[src/rtl/jogador_automatico.sv]
// Automatic player for the memory game: records the LED patterns shown during exhibition
// and replays them as button presses, handshaking on estado_espera.
module jogador_automatico #(
    parameter int unsigned WIDTH     = 4,
    parameter int unsigned DEPTH     = 16,
    parameter int unsigned PRESS_MIN = 4,
    parameter int unsigned PRESS_MAX = 1000,
    parameter int unsigned GAP       = 2
) (
    input  logic                   clock,
    input  logic                   reset,
    input  logic                   habilita,
    input  logic [WIDTH-1:0]       leds,
    input  logic                   macro_exibicao,
    input  logic                   estado_ledsOn,
    input  logic                   estado_espera,
    input  logic                   pronto,
    output logic [WIDTH-1:0]       botoes,
    output logic                   jogando,
    output logic [$clog2(DEPTH):0] capturados,
    output logic                   overflow,
    output logic                   erro_bot,
    output logic [3:0]             db_estado
);

    localparam int unsigned AW = $clog2(DEPTH);
    localparam int unsigned CW = AW + 1;
    localparam int unsigned TW = $clog2(PRESS_MAX) + 1;

    localparam logic [CW-1:0] DepthC    = CW'(DEPTH);
    localparam logic [TW-1:0] GapC      = TW'(GAP);
    localparam logic [TW-1:0] PressMinC = TW'(PRESS_MIN - 1);
    localparam logic [TW-1:0] PressMaxC = TW'(PRESS_MAX - 1);

    typedef enum logic [3:0] {
        Idle      = 4'd0,
        Captura   = 4'd1,
        Aguarda   = 4'd2,
        Pressiona = 4'd3,
        Solta     = 4'd4,
        Fim       = 4'd5
    } estadoT;

    estadoT           estado;
    logic             macroAnt;
    logic             ledsOnAnt;
    logic [CW-1:0]    ponteiro;
    logic [TW-1:0]    timer;
    logic [WIDTH-1:0] memoria [DEPTH];

    logic macroSobe;
    logic ledsOnSobe;
    logic grava;

    always_comb begin
        macroSobe  = macro_exibicao & ~macroAnt;
        ledsOnSobe = estado_ledsOn & ~ledsOnAnt;
        // Same gating as the FSM's Captura branch, so buffer and counter stay in step
        grava      = habilita && !pronto && !macroSobe && (estado == Captura) &&
                     ledsOnSobe && (leds != '0) && (capturados < DepthC);
    end

    always_ff @(posedge clock) begin
        if (grava) begin
            memoria[capturados[AW-1:0]] <= leds;
        end
    end

    always_ff @(posedge clock or negedge reset) begin
        if (!reset) begin
            estado     <= Idle;
            botoes     <= '0;
            capturados <= '0;
            overflow   <= 1'b0;
            erro_bot   <= 1'b0;
            ponteiro   <= '0;
            timer      <= '0;
            macroAnt   <= 1'b0;
            ledsOnAnt  <= 1'b0;
        end else begin
            macroAnt  <= macro_exibicao;
            ledsOnAnt <= estado_ledsOn;
            // Buttons follow the current state, so they lag a transition by one cycle
            if (estado == Pressiona) begin
                botoes <= memoria[ponteiro[AW-1:0]];
            end else begin
                botoes <= '0;
            end

            if (!habilita || pronto) begin
                estado <= Idle;
            end else if (macroSobe) begin
                estado     <= Captura;
                capturados <= '0;
                overflow   <= 1'b0;
                ponteiro   <= '0;
                erro_bot   <= 1'b0;
            end else begin
                case (estado)
                    Idle: ;
                    Captura: begin
                        if (grava) begin
                            capturados <= capturados + 1'b1;
                        end else if (ledsOnSobe && (leds != '0)) begin
                            overflow <= 1'b1;
                        end
                        if (!macro_exibicao && estado_espera) begin
                            estado   <= Aguarda;
                            timer    <= '0;
                            ponteiro <= '0;
                        end
                    end
                    Aguarda: begin
                        // Saturate: only the threshold matters while the game is busy
                        if (timer < GapC) begin
                            timer <= timer + 1'b1;
                        end
                        if (ponteiro == capturados) begin
                            estado <= Fim;
                        end else if ((timer >= GapC) && estado_espera) begin
                            estado <= Pressiona;
                            timer  <= '0;
                        end
                    end
                    Pressiona: begin
                        timer <= timer + 1'b1;
                        if ((timer >= PressMinC) && !estado_espera) begin
                            estado   <= Solta;
                            ponteiro <= ponteiro + 1'b1;
                        end else if (timer == PressMaxC) begin
                            estado   <= Fim;
                            erro_bot <= 1'b1;
                        end
                    end
                    Solta: begin
                        timer  <= '0;
                        estado <= Aguarda;
                    end
                    Fim: ;
                    default: estado <= Idle;
                endcase
            end
        end
    end

    assign jogando   = (estado == Aguarda) || (estado == Pressiona) || (estado == Solta);
    assign db_estado = estado;

endmodule
[config.mk]
export PLATFORM = sky130hd
export DESIGN_NAME = jogador_automatico
export DESIGN_NICKNAME = d
export VERILOG_FILES = /design/src/rtl/jogador_automatico.sv
export SDC_FILE = /design/constraint.sdc
export NUM_CORES = 1
export LEC_CHECK = 0
export ABC_AREA = 1
export CAP_MARGIN = 30
export CORE_ASPECT_RATIO = 1.25
export CORE_MARGIN = 2
export CORE_UTILIZATION = 40
export DETAILED_ROUTE_END_ITERATION = 10
export PLACE_DENSITY = 0.63
export SETUP_SLACK_MARGIN = 0.5
export SLEW_MARGIN = 25
export SYNTH_ARGS = -nofsm -noshare
export SYNTH_HDL_FRONTEND = slang
export SYNTH_SLANG_ARGS = --single-unit
[constraint.sdc]
create_clock -name clock -period 1.7 [get_ports clock]
set_input_delay 0.255 -clock clock [delete_from_list [all_inputs] [get_ports clock]]
set_output_delay 0.255 -clock clock [all_outputs]
set_load 0.005 [all_outputs]
* Word level (Yosys, flattened, before mapping)
Memories as Yosys holds them, arrays and structs flattened.
Cells that the tools add are included.
** Word-level totals
- Register bits :: 33
- Latch bits :: 0
- RAM bits :: 64
- Bits in read-only memories :: 0
- Output and inout port bits :: 16
- Memories :: 1
** Memories
- memoria :: words 16, bits a word 4, read ports 1, clocked after Yosys merged registers in 0, write ports 1, RTL line 49 : logic [WIDTH-1:0] memoria [DEPTH];
** Cells by class
- $add $sub $neg :: 3
- Multiply operators :: 0
- Divide/modulo/power cells :: 0
- Magnitude comparators :: 4
- Equality and inequality tests :: 16
- Shifts and indexed selects :: 0
- Multiplexer cells :: 31
- Bitwise logic cells :: 6
- Reduce and logical (&&, ||, !) cells :: 34
** Operator list (number)
- 11-bit two-way mux :: 4
- 11-bit case mux with 4 select lines :: 1
- 4-bit two-way mux :: 8
- 5-bit two-way mux :: 6
- 11-bit by 2-bit >= comparator with 1-bit output (second input constant) :: 2
- 4-bit case mux with 5 select lines :: 1
- 4-bit AND reduction :: 5
- 11-bit by 1-bit adder with 11-bit output (second input constant) :: 1
- 11-bit by 10-bit equality test with 1-bit output (second input constant) :: 1
- 11-bit by 2-bit < comparator with 1-bit output (second input constant) :: 1
- 5-bit by 1-bit adder with 5-bit output (second input constant) :: 2
- 1-bit logical AND :: 10
- 1-bit two-way mux :: 10
- 5-bit case mux with 2 select lines :: 1
- 2-bit nonzero test :: 5
- 4-bit by 2-bit equality test with 1-bit output (second input constant) :: 2
- 4-bit by 3-bit equality test with 1-bit output (second input constant) :: 2
- 4-bit nonzero test :: 2
- 3-bit by 2-bit inequality test with 1-bit output (second input constant) :: 2
- 5-bit equality test :: 1
- 1-bit zero test :: 5
- 5-bit < comparator (second input constant) :: 1
- 5-bit by 2-bit inequality test with 1-bit output (second input constant) :: 1
- 5-bit inequality test (second input constant) :: 1
- other kinds (12) :: 19

* Longest topological paths before layout
Gate-level depths: netlist of run 1.
- Depth in word-level cells :: 11
- Depth in mapped cells :: 12
- Gate-level depth less buffers :: 12

* Least setup slack after synthesis of run 1
No wires, ideal clock.
- Path kind :: register to register
- Start :: register estado[2], in the netlist db_estado[2]
- End :: memory memoria[0][0] (enable)
- Setup time :: 0.329 ns
- Arrival time :: 1.323 ns
- Required time :: 1.371 ns
- Setup slack :: 0.047 ns
- Cell stages (with the launch flop) :: 6
- Buffers on the path :: 0
- Cell sequence :: dfrtp_1 > nor3_1 > nand3_1 > nor2_2 > nand2_1 > nor2_1
** Between the ends
- Longest elaborated chain between the ends :: 7
** RTL lines
- from (decl) :: RTL line 44 : estadoT estado;
- from (signal assigned) :: RTL line 71 : estado <= Idle;
- from (signal assigned) :: RTL line 91 : estado <= Idle;
- from (signal assigned) :: RTL line 93 : estado <= Captura;
- 4-bit by 1-bit equality test with 1-bit output :: RTL line 59 : grava = habilita && !pronto && !macroSobe && (estado == Captura) &&
- 1-bit logical AND (2 in series) :: RTL line 59
- 1-bit logical AND (2 in series) :: RTL line 60 : ledsOnSobe && (leds != '0) && (capturados < DepthC);
- 1-bit two-way mux :: RTL line 64 : if (grava) begin
- 1-bit two-way mux (implied by the code) :: RTL line 65 : memoria[capturados[AW-1:0]] <= leds;
- to (decl) :: RTL line 49
No other way between the ends.

* Final worst setup path of run 1
- Start :: register estado[0], in the netlist db_estado[0]
- End :: register ponteiro[0]
** Between the ends
- Longest elaborated chain between the ends :: 3
- Elaborated cells between the ends (all ways) :: 8
- Those cells by class :: 4 x eq/ne; 2 x mux; 2 x reduce/logical
** RTL lines
- 4-bit by 2-bit equality test with 1-bit output or 4-bit by 1-bit equality test with 1-bit output (tied branches) :: RTL line 99 : case (estado)
- 3-bit by 2-bit inequality test with 1-bit output (no source line) (tied with other cells)
- 4-bit AND reduction (no source line) or 5-bit two-way mux (tied branches)
- to (signal assigned) :: RTL line 129 : ponteiro <= ponteiro + 1'b1;
- to (decl) :: RTL line 47 : logic [CW-1:0] ponteiro;
Several ways; a longest one is shown, not always the timed one.
A chain may end at the register's enable or synchronous reset.

==> results of run 1 <==
[cell type report]
cell class              count  area, sq um  share of cell area [%]
repair inverters            1         7.51                   0.107
clock buffers               9          225                    3.22
clock inverters             7         65.1                   0.929
flip-flops and latches     96         2740                    39.1
repair buffers            123         1150                    16.4
well taps                 161          201                    2.88
multi-input cells         372         2430                    34.7
inverters                  46          191                    2.73
[sequential cells by signal, indices dropped and copies added, names as in the netlist]
name	count
memoria	64
timer	11
capturados	5
ponteiro	5
botoes	4
db_estado	3
erro_bot	1
ledsOnAnt	1
macroAnt	1
overflow	1
[per-layer routing]
| layer | global-route usage [%] | vias to the layer above |
|---|---|---|
| li1 | - | 2040 |
| met3 | 2.81 | 22 |
| met1 | 24.7 | 2028 |
| met2 | 37.6 | 110 |
| met5 | 0 | - |
| met4 | 8.78 | 0 |
[cells in the final DEF, fill, tap and decap left out, types with 14 or more instances in the layout]
cell type	netlist	layout
sky130_fd_sc_hd__nor2_1	91	57
sky130_fd_sc_hd__o21ai_1	12	18
sky130_fd_sc_hd__o21ai_2	1	14
sky130_fd_sc_hd__o21ai_0	49	28
sky130_fd_sc_hd__inv_1	33	27
sky130_fd_sc_hd__nand2_1	109	91
sky130_fd_sc_hd__edfxtp_1	64	64
sky130_fd_sc_hd__nor2_2	6	15
sky130_fd_sc_hd__buf_6	1	30
sky130_fd_sc_hd__nand3_1	25	15
sky130_fd_sc_hd__dfrtp_1	32	22
sky130_fd_sc_hd__nor2_4	2	27
sky130_fd_sc_hd__buf_4	1	66
[kinds of logic after synthesis]
family	synth area share (%)
fa+ha+maj	1.82
simple gates	23.7
buf+inv	5.54
flops	56.6
compound gates	11.5
other cells	0.0779
xor+xnor	0.728
[worst min-delay path by stage]
stage / depth (start not counted) / end
after floorplan: 0 / botoes[0]
after detailed placement: 2 / erro_bot
final: 2 / db_estado[0]
after global placement: 2 / erro_bot
after global routing: 2 / db_estado[0]
after CTS: 2 / db_estado[0]
[power groups by stage]
stage / Combinational [mW] / Sequential, mW / Clock [mW]
finish: 1.34 / 2.61 / 1.95
global route: 1.44 / 2.62 / 2.08
CTS: 1.12 / 2.60 / 1.98
detailed placement: 0.858 / 2.65 / 0
global placement: 0.849 / 2.65 / 0
floorplan: 0.528 / 2.64 / 0
[stage by stage]
step                      setup slack (ns)  util [%]  power, mW  cell area, sq um  TNS (ns)
final                               0.0368      60.0       5.91              7000         0
after global routing               -0.0528      60.0       6.14              7000    -0.395
after CTS                           0.0526      56.2       5.70              6560         0
after detailed placement            -0.466      48.6       3.51              5670    -30.89
after global placement              -0.423      48.6       3.50              5670    -27.88
after floorplan                      0.129         -       3.17              4980         0
[repair_timing]
item	in CTS	in global routing
endpoints found under the setup margin	109	107
resized for setup	139	95
setup buffers	32	13
cloned	2	2
pin swaps	27	43
==> impl_metrics.json, run 1 <==
{
  "result_of_the_run": "finished, final reports clean",
  "worst-r2r-cell-count": 10,
  "hold_ws_ns": 0.323,
  "synth.distinct_cells": 38,
  "final-setup-viol-count": 0,
  "first_global_vias": 4119,
  "placeableCoreArea_sq_um": 11700,
  "area_growth_syn_to_layout_pct": 45.5,
  "report.final.slew_viol_count": 0,
  "cp_data_required_time_ns": 1.97,
  "grt_first_pass_wirelength_microns": 20500,
  "power_report.internal_total_mw": 4.17,
  "route.vias.total": 4200,
  "path_delay_family": "compound AO/OA/AOI/OAI gates",
  "max-vdd-ir-drop_v": 0.000565,
  "wl_per_cell_microns": 16.5,
  "rsz0062_at_grt": "true",
  "io-pin-count": 27,
  "route.detailed.drc": 0,
  "timing.clock.skew_ns": 0.00696,
  "cp_slowest_cell": "sky130_fd_sc_hd__dfrtp_1",
  "sequence_of_cells_on_the_critical_path": "inv_2 > buf_4 > buf_6 > nor2_4 > nand2_4 > a21oi_4 > o22ai_4 > a21oi_4 > nand3_1 > o21ai_1",
  "totalWireLength_microns": 13400,
  "antenna_found_initial": 0,
  "startpoint_type_of_the_worst_setup_path": "flip-flop",
  "start_util_pct": 41.2,
  "fmax_ghz": 0.601,
  "worst_path_largest_cell_delay_ns": 0.36,
  "critical_path.endpoint": "ponteiro[0]",
  "worst-path-stages": 10,
  "synth-seq-cells": 96,
  "finalNetCount": 667,
  "asyncSetResetFlopFracSynth_pct": 33.3,
  "path_buf_inv": 3,
  "p_per_area_nw_per_um2": 844,
  "drt-pass1-iter-count": 5,
  "root_buffer": "sky130_fd_sc_hd__clkbuf_16",
  "gr_usage_total_pct": 20.9,
  "synth-edff-count": 64,
  "route.antenna.remaining_nets": 0,
  "fp.dieArea_sq_um": 12900,
  "cts_sinks": 96,
  "setup.worst_path.class": "reg2reg",
  "synth.top_cells.by_count": "sky130_fd_sc_hd__nand2_1, sky130_fd_sc_hd__nor2_1, sky130_fd_sc_hd__edfxtp_1",
  "met3_wirelength_microns": 628,
  "tritoncts.num_buffers": 9,
  "crit_path_start": "db_estado[0]",
  "min_delay_worst_type": "in2async",
  "r2r_start": "db_estado[0]",
  "place_hpwl_microns": 8470,
  "layout_cells_sized_above_1_pct": 41.1,
  "synth-warning-count": 0,
  "max-cap-violations": 0,
  "mappedNetlistNets": 548,
  "hold_violations": 0,
  "placement.io_buffers": 25,
  "fp.dieW_microns": 102,
  "synth_top_cell_area_share_pct": 39.9,
  "synth_ff_type": "sky130_fd_sc_hd__edfxtp_1",
  "tritoncts": "done",
  "timing.critical_path.to_type": "flip-flop",
  "cts_max_path_buffers": 2,
  "worst_path_most_repeated_cell": "sky130_fd_sc_hd__a21oi_4",
  "syn_avg_cell_area_sq_um": 9.08,
  "netlist_area_sq_um": 4810,
  "clk_latency_ns": 0.35,
  "synth_area_leader_cell": "sky130_fd_sc_hd__edfxtp_1",
  "synthTopCellsByArea": "sky130_fd_sc_hd__edfxtp_1, sky130_fd_sc_hd__dfrtp_1, sky130_fd_sc_hd__nand2_1",
  "fin_crit_ns": 1.66,
  "final.fill_count": 953,
  "timing.critical_path.arrival_ns": 1.93,
  "power.clock.fraction_pct": 33.1,
  "insertedDiodeCount": 0,
  "pin_count_of_the_biggest_net_entering_global_routing": 33,
  "wl_met1_microns": 5100,
  "critical_path_peak_fanout": 5,
  "power.switching_fraction_pct": 29.4,
  "core.rowCount": 44,
  "power.sequential.fraction_pct": 44.3,
  "place_congestion": 0.884,
  "path_clk_slew_ns": 0.07,
  "routed.top_layer": "met4",
  "power_frac_comb_pct": 22.7,
  "post_route_clock_period_utilization_pct": 97.8,
  "initialDrtViolationCount": 271,
  "global_route.overflow_total": 0,
  "instances_no_fill": 815,
  "cts.hold.buffers_added": 0,
  "power.net_switching_mw": 1.74,
  "power_leakage_nw": 2.84,
  "clock_tree.htree_level_count": 3,
  "rrSetupSlack_ns": 0.04,
  "vias_per_cell": 5.15,
  "die_h_microns": 127,
  "ys_seq_area_share_pct": 56.6,
  "post_synth_inst_count": 530,
  "routed_met2_length_microns": 7390,
  "place.detailed.instances": 750,
  "synthMostInstantiatedCell": "sky130_fd_sc_hd__nand2_1",
  "worstReg2RegEnd": "ponteiro[0]"
}
Power figures use the tool's default switching activity.
==> inputs of run 2 (changes only) <==
--- a/config.mk
+++ b/config.mk
@@ -7,11 +7,13 @@
 export LEC_CHECK = 0
 export ABC_AREA = 1
 export CAP_MARGIN = 30
+export CELL_PAD_IN_SITES_DETAIL_PLACEMENT = 1
+export CELL_PAD_IN_SITES_GLOBAL_PLACEMENT = 2
 export CORE_ASPECT_RATIO = 1.25
 export CORE_MARGIN = 2
-export CORE_UTILIZATION = 40
+export CORE_UTILIZATION = 34
 export DETAILED_ROUTE_END_ITERATION = 10
-export PLACE_DENSITY = 0.63
+export PLACE_DENSITY = 0.8
 export SETUP_SLACK_MARGIN = 0.5
 export SLEW_MARGIN = 25
 export SYNTH_ARGS = -nofsm -noshare
==> impl_metrics.json, run 2 (synthesis gave the netlist of run 1 again) <==
{
  "place_congestion": 0.849,
  "min_delay_worst_type": "in2reg",
  "final.fill_count": 1520,
  "power.switching_fraction_pct": 28.8,
  "route.vias.total": 4320,
  "place_hpwl_microns": 10200,
  "io-pin-count": 27,
  "core.rowCount": 48,
  "startpoint_type_of_the_worst_setup_path": "flip-flop",
  "report.final.slew_viol_count": 0,
  "placement.io_buffers": 25,
  "fin_crit_ns": 1.75,
  "totalWireLength_microns": 15500,
  "tritoncts": "done",
  "fp.dieW_microns": 110,
  "area_growth_syn_to_layout_pct": 52.3,
  "wl_per_cell_microns": 18.5,
  "global_route.overflow_total": 0,
  "route.detailed.drc": 0,
  "timing.critical_path.to_type": "flip-flop",
  "power.sequential.fraction_pct": 43.0,
  "fmax_ghz": 0.570,
  "power.net_switching_mw": 1.75,
  "path_clk_slew_ns": 0.08,
  "tritoncts.num_buffers": 9,
  "instances_no_fill": 840,
  "rrSetupSlack_ns": -0.05,
  "start_util_pct": 34.8,
  "gr_usage_total_pct": 20.1,
  "worst_slew_margin_rel_pct": 54.4,
  "r2r_start": "db_estado[0]",
  "power_leakage_nw": 2.95,
  "antenna_found_initial": 0,
  "clock_tree.htree_level_count": 3,
  "power_frac_comb_pct": 23.6,
  "post_route_clock_period_utilization_pct": 103,
  "hold_ws_ns": 0.382,
  "setup.worst_path.class": "reg2reg",
  "placedInstanceArea_sq_um": 5740,
  "hold_violations": 0,
  "power.clock.fraction_pct": 33.4,
  "finalNetCount": 679,
  "root_buffer": "sky130_fd_sc_hd__clkbuf_16",
  "critical_path_peak_fanout": 4,
  "crit_path_start": "db_estado[0]",
  "initialDrtViolationCount": 154,
  "tightest_slew_ns": 0.685,
  "number_of_flip_flops_under_the_largest_register_name": 64,
  "timing.critical_path.arrival_ns": 2.02,
  "insertedDiodeCount": 0,
  "result_of_the_run": "finished, violations left",
  "vias_per_cell": 5.14,
  "layout_common_cells": "sky130_fd_sc_hd__nand2_1, sky130_fd_sc_hd__buf_4, sky130_fd_sc_hd__edfxtp_1",
  "max-cap-violations": 0,
  "power_report.internal_total_mw": 4.33,
  "place.detailed.instances": 771,
  "final_common_cell": "sky130_fd_sc_hd__nand2_1",
  "route.antenna.remaining_nets": 0,
  "fp.dieArea_sq_um": 15100,
  "drt-pass1-iter-count": 5,
  "max-vdd-ir-drop_v": 0.000604,
  "cp_data_required_time_ns": 1.97,
  "violations": "setup timing",
  "layout_cells_sized_above_1_pct": 46.0,
  "p_per_area_nw_per_um2": 829,
  "grt_first_pass_wirelength_microns": 23500,
  "cts_sinks": 96,
  "cts_max_path_buffers": 2,
  "hp-start": "estado_ledsOn",
  "first_global_vias": 4493,
  "layout_setup_ws_ns": -0.0542,
  "clk_latency_ns": 0.35,
  "final-setup-viol-count": 22,
  "placeableCoreArea_sq_um": 13800,
  "timing.clock.skew_ns": 0.0170,
  "pin_count_of_the_biggest_net_entering_global_routing": 28,
  "design_area_sq_um": 7330,
  "rsz0062_at_grt": "true",
  "die_h_microns": 137
}
## run 2: layout make-up
class                   count  area (sq um)  area share [%]
flip-flops and latches     96          2740            37.4
well taps                 175           219            2.99
inverters                  46           198            2.70
clock inverters             5          56.3           0.768
repair buffers            136          1320            18.0
clock buffers              10           229            3.12
multi-input cells         372          2570            35.1
## run 2: layer usage
layer	part of all wire (%)	GRT usage [%]	wire length [microns]	vias to the layer above
met3	1.7	2.08	270	24
met2	56	38.3	8680	55
li1	-	-	-	2066
met5	0	0	0	-
met4	2.4	9.38	365	0
met1	40	22.6	6210	2175
## run 2: power groups by stage
stage          Clock [mW]  Combinational [mW]  Sequential [mW]
6_report             2.03                1.43             2.62
4_1_cts              2.05                1.22             2.61
5_1_grt              2.15                1.54             2.62
3_5_place_dp            0               0.888             2.65
2_1_floorplan           0               0.528             2.64
3_3_place_gp            0               0.874             2.65
## run 2: metrics by stage
stage	util (%)	TNS (ns)	total power, mW	setup slack, ns
floorplan	-	0	3.17	0.129
global placement	41.5	-27.43	3.53	-0.410
detailed placement	41.5	-30.96	3.54	-0.459
CTS	49.7	-0.0772	5.88	-0.00567
global route	53.1	-5.42	6.31	-0.152
finish	53.1	-0.117	6.08	-0.0542
## run 2: critical path: stages, from the launching register on
cell and delay (ns):
sky130_fd_sc_hd__dfrtp_1 0.38, sky130_fd_sc_hd__inv_2 0.06, sky130_fd_sc_hd__nor3_4 0.21, sky130_fd_sc_hd__nand3_2 0.13, sky130_fd_sc_hd__nor2_4 0.19, sky130_fd_sc_hd__buf_6 0.13
sky130_fd_sc_hd__buf_6 0.10, sky130_fd_sc_hd__nor2_4 0.04, sky130_fd_sc_hd__inv_2 0.09, sky130_fd_sc_hd__nand4_1 0.11, sky130_fd_sc_hd__a21oi_1 0.21
## run 2: path summary, 6_finish.rpt
kind	cells after the start	to
setup / recovery	10	capturados[4]
setup reg to reg	10	capturados[4]
min in group asynchronous	2	botoes[2]
hold / removal	1	ledsOnAnt
hold reg to reg	2	erro_bot
max in group asynchronous	3	timer[1]
## run 2: what timing repair did
action	4_1_cts	5_1_grt
setup endpoints to repair	109	105
hold buffers	1	0
gates cloned	4	0
pin swaps	45	53
resized for setup	218	82
hold endpoints to repair	26	0
buffers inserted	23	26
